==> src/rtl/coord_stack.sv <==
`default_nettype none
// ============================================================================
// Module   : coord_stack
// Brief    : Parametrised LIFO register stack holding packed {row,col} maze
//            path cells. Supports push, pop, replace-top, occupancy count,
//            full/empty decode and sticky overflow/underflow flags.
// Revision : 1.0 - initial release
// ============================================================================
module coord_stack #(
    parameter int WIDTH = 8,
    parameter int DEPTH = 16,
    parameter int AW    = 4
) (
    input  logic             clk,
    input  logic             rst,
    input  logic             clr,
    input  logic             push,
    input  logic             pop,
    input  logic [WIDTH-1:0] dataIn,
    output logic [WIDTH-1:0] dataOut,
    output logic [AW:0]      count,
    output logic             empty,
    output logic             full,
    output logic             ovf,
    output logic             udf
);

    localparam logic [AW:0]   c_DEPTH    = (AW+1)'(DEPTH);
    localparam logic [AW:0]   c_CNT_ONE  = (AW+1)'(1);
    localparam logic [AW-1:0] c_IDX_ONE  = AW'(1);

    // Stack storage; deliberately not reset, only count marks valid entries.
    logic [WIDTH-1:0] r_mem [DEPTH];
    logic [AW:0]      r_count;
    logic             r_ovf;
    logic             r_udf;

    // Strobe decode and status derived from registered state.
    logic            w_empty;
    logic            w_full;
    logic            w_pushOnly;
    logic            w_popOnly;
    logic            w_both;
    logic            w_wrEn;
    logic [AW-1:0]   w_wrIdx;
    logic [AW-1:0]   w_topIdx;
    logic [AW-1:0]   w_cntIdx;

    assign w_empty    = (r_count == '0);
    assign w_full     = (r_count == c_DEPTH);
    assign w_pushOnly = push & ~pop;
    assign w_popOnly  = pop & ~push;
    assign w_both     = push & pop;

    // Pointer index is the count truncated to AW bits.
    assign w_cntIdx   = r_count[AW-1:0];
    assign w_topIdx   = w_cntIdx - c_IDX_ONE;

    // A write happens on a non-full push, on replace-top, or on a
    // simultaneous strobe against an empty stack (which acts as a push).
    assign w_wrEn     = ~clr & ((w_pushOnly & ~w_full) | w_both);

    // Replace-top overwrites the current top; every other write lands at count.
    assign w_wrIdx    = (w_both & ~w_empty) ? w_topIdx : w_cntIdx;

    // Storage write port.
    always_ff @(posedge clk) begin
        if (w_wrEn) begin
            r_mem[w_wrIdx] <= dataIn;
        end
    end

    // Occupancy count and sticky error flags, in strict priority order.
    always_ff @(posedge clk or negedge rst) begin
        if (!rst) begin
            r_count <= '0;
            r_ovf   <= 1'b0;
            r_udf   <= 1'b0;
        end else if (clr) begin
            r_count <= '0;
            r_ovf   <= 1'b0;
            r_udf   <= 1'b0;
        end else if (w_pushOnly) begin
            if (w_full) begin
                r_ovf   <= 1'b1;
            end else begin
                r_count <= r_count + c_CNT_ONE;
            end
        end else if (w_popOnly) begin
            if (w_empty) begin
                r_udf   <= 1'b1;
            end else begin
                r_count <= r_count - c_CNT_ONE;
            end
        end else if (w_both) begin
            // Replace-top keeps the count; on an empty stack it is a push.
            if (w_empty) begin
                r_count <= c_CNT_ONE;
            end
        end
    end

    // Outputs decode registered state only; no input-to-output path.
    always_comb begin
        dataOut = '0;
        if (!w_empty) begin
            dataOut = r_mem[w_topIdx];
        end
    end

    assign count = r_count;
    assign empty = w_empty;
    assign full  = w_full;
    assign ovf   = r_ovf;
    assign udf   = r_udf;

endmodule
`default_nettype wire

==> config.mk <==
export PLATFORM = sky130hd
export DESIGN_NAME = coord_stack
export DESIGN_NICKNAME = d
export VERILOG_FILES = /design/src/rtl/coord_stack.sv
export SDC_FILE = /design/constraint.sdc
export NUM_CORES = 1
export LEC_CHECK = 0
export BUFFER_PORTS_ARGS = -buffer_cell sky130_fd_sc_hd__buf_2
export CAP_MARGIN = 20
export CORE_UTILIZATION = 60
export CTS_BUF_LIST = sky130_fd_sc_hd__clkbuf_8
export DETAILED_ROUTE_END_ITERATION = 6
export PLACE_DENSITY = 0.83
export SYNTH_ARGS = -nofsm -noshare
export SYNTH_HDL_FRONTEND = slang
export SYNTH_SLANG_ARGS = --single-unit
==> constraint.sdc <==
create_clock -name clk -period 7.4 [get_ports clk]
set_input_delay 0.37 -clock clk [delete_from_list [all_inputs] [get_ports clk]]
set_output_delay 0.37 -clock clk [all_outputs]
set_load 0.05 [all_outputs]
==> flow_metrics.env <==
export IMPL_status="complete, no violations"
export IMPL_whs_ns=0.284
export IMPL_cp_start_kind="flip-flop"
export IMPL_tightest_slew_ns=1.09
export IMPL_grt_pass1_vias=3075
export IMPL_ys_seq_area_share_pct=69.4
export IMPL_finalMaxSlewViolations=0
export IMPL_io_pins=30
export IMPL_ant_nets=0
export IMPL_utilization_pct=70.1
export IMPL_yosysUniqueCellTypes=53
export IMPL_ys_warn_count=0
export IMPL_relSlewSlack_pct=26.6
export IMPL_gp_congestion=0.960
export IMPL_cp_required_ns=7.03
export IMPL_cp_arrival_ns=4.13
export IMPL_cts_resized_gates=0
export IMPL_finalSetupTns_ns=0
export IMPL_grt_start_max_net_pins=32
export IMPL_powerDensity_nw_per_um2=299
export IMPL_overflow=0
export IMPL_clock_skew_ns=0.0100
export IMPL_via_count=3127
export IMPL_synth_cells=317
export IMPL_n_antenna_cell=0
export IMPL_hp_class="input pin to flip-flop"
export IMPL_postCtsSetupBuffers=0
export IMPL_grt_pass1_wl_um=17900
export IMPL_ys_seq_elements=135
export IMPL_die_height_um=100
export IMPL_drive_above_1_share_pct=31.3
export IMPL_p_total_mw=1.95
export IMPL_cap_violations=0
export IMPL_final_cells=497
export IMPL_area_growth_synth_to_final_pct=12.5
export IMPL_synth_flop_cell="edfxtp_1"
export IMPL_syn_nets=336
export IMPL_dr_pass1_iters=5
export IMPL_cts_tree="yes"
export IMPL_setup_viol=0
export IMPL_cts_root_buf="clkbuf_8"
export IMPL_clock_path_buffers=2
export IMPL_insertion_delay_ns=0.43
export IMPL_place_inst=462
export IMPL_timing_fmax_ghz=0.222
export IMPL_crit_chain="buf_4 -> inv_1 -> ha_1 -> mux4_2 -> mux2i_1 -> a21oi_1 -> a221o_1 -> buf_2"
export IMPL_drcViolationCount=0
export IMPL_avgRoutedWirePerCell_um=23.1
export IMPL_drt_iter0_markers=277
export IMPL_p_leak_nw=2.20
export IMPL_syn_area_um2=5790
export IMPL_dieWidth_um=100
export IMPL_preCtsSetupSlack_ns=3.04
export IMPL_core_area_um2=9280
export IMPL_antenna_found_initial=0
export IMPL_max_stage_delay_ns=1.00
export IMPL_wl_met3_um=532
export IMPL_layout_setup_ws_ns=2.90
export IMPL_cts_buffers_inserted=17
export IMPL_min_period_over_period_pct=60.8
export IMPL_critPathTopFamily="buffers and inverters"
export IMPL_cts_sinks=135
export IMPL_cp_num_buf_inv=3
export IMPL_critPathKind="flip-flop to primary output"
export IMPL_via_per_inst=6.29
export IMPL_placed_cell_area_um2=6070
export IMPL_peakVddDrop_mv=0.175
export IMPL_critPathMaxFanout=31
export IMPL_wl_met1_um=4830
export IMPL_htree_levels=4
export IMPL_cp_end_kind="primary output"
export IMPL_die_area_um2=10000
export IMPL_grt_usage_pct=25.5
export IMPL_start_util_pct=62.3
export IMPL_rows=35
export IMPL_synth_edf_count=128
export IMPL_wirelength_um=11500
export IMPL_dp_hpwl_um=7520
export IMPL_wl_met2_um=5990
export IMPL_io_buffers=29
export IMPL_dr_max_layer_used="met4"
export IMPL_clk_pin_slew_worst_paths_ns=0.07
export IMPL_avgSynthCellArea_um2=18.3
export IMPL_hold_violations=0
export IMPL_async_flop_share_pct=5.19
export IMPL_cpMaxStageDelayCell="ha_1"
export IMPL_layout_min_cycle_time_ns=4.50
export IMPL_nNetsFinal=375
export IMPL_rsz0062_at_grt="no"
export IMPL_final_area_um2=6510
where the power goes:
group | leakage [nW] | switching (mW) | internal, mW
Combinational | 0.760 | 0.289 | 0.166
Clock | 0.194 | 0.287 | 0.334
Sequential | 1.25 | 0.0169 | 0.852
synth_stat cells (all sizes together), types with 2 or more instances:
cell,n,area [um^2]
a221o,7,70.1
buf,6,25.0
a31oi,2,12.5
dfrtp,7,175
mux4,32,721
nand2,3,11.3
a2111oi,2,55.1
ha,6,75.1
a21oi,16,80.1
a31o,3,26.3
or3,5,36.3
or4,2,18.8
inv,9,33.8
clkbuf,13,50.0
o21ai,4,20.0
nor2b,6,37.5
mux2,4,45.0
edfxtp,128,3840
mux2i,11,110
nor3,9,45.0
nor3b,3,22.5
o21a,4,30.0
nor2,9,33.8
and2,2,12.5
area by class of cell:
| class | count | area, um^2 |
|---|---|---|
| Timing Repair Buffer | 39 | 220 |
| Fill cell | 596 | 2770 |
| Tap cell | 129 | 161 |
| Sequential cell | 135 | 4020 |
| Clock inverter | 14 | 175 |
| Clock buffer | 17 | 234 |
| Inverter | 9 | 33.8 |
| Multi-Input combinational cell | 154 | 1670 |
state kept, by name, summed over array words and instances (netlist names):
name,flops
ovf,1
r_mem,128
count,5
udf,1
metal layers:
metal  track usage (%)  up-vias
li1                  -     1385
met4              9.14        0
met2              41.9      107
met3              5.01       12
met5                 0        -
met1              34.4     1623
placed cells by master (no fill, tap or decap), types with 4 or more instances in the layout:
cell and n:
nor2_1 9, nor3_1 9, inv_1 8, ha_1 6
clkinvlp_4 4, buf_4 5, mux4_2 32, a21oi_1 16
or3_1 4, o21ai_0 4, clkbuf_8 17, dfrtp_1 6
nor2b_1 6, edfxtp_1 128, mux2_2 4, a221o_1 7
o21a_1 4, buf_2 30, mux2i_1 11
cell families (layout without fill, tap and decap cells):
group / count (synthesis) / count (layout) / synth area share, %
adder cells (fa/ha/maj): 6 / 6 / 1.30
buffers and inverters: 28 / 79 / 1.88
AND/OR/NAND/NOR: 50 / 50 / 5.25
AO/OA/AOI/OAI: 49 / 49 / 6.70
flip-flops: 135 / 135 / 69.4
XOR/XNOR: 2 / 2 / 0.303
multiplexers: 47 / 47 / 15.1
repair_timing:
item                                    in CTS  in global routing
endpoints found under the setup margin       0                  0
hold endpoints to repair                     7                  0
hold buffers                                 1                  0
final timing paths:
path                       startpoint     endpoint  slack [ns]  cells after the start
max                          count[0]   dataOut[2]        2.90                      8
min                               clr          udf        0.28                      2
max reg2reg                  count[0]  r_mem[7][7]        3.08                      6
min reg2reg                       udf          udf        0.50                      2
max in group asynchronous         rst     count[0]        6.91                      2
min in group asynchronous         rst     count[2]        0.31                      2
Note: power is estimated with default switching activity, not from simulation.
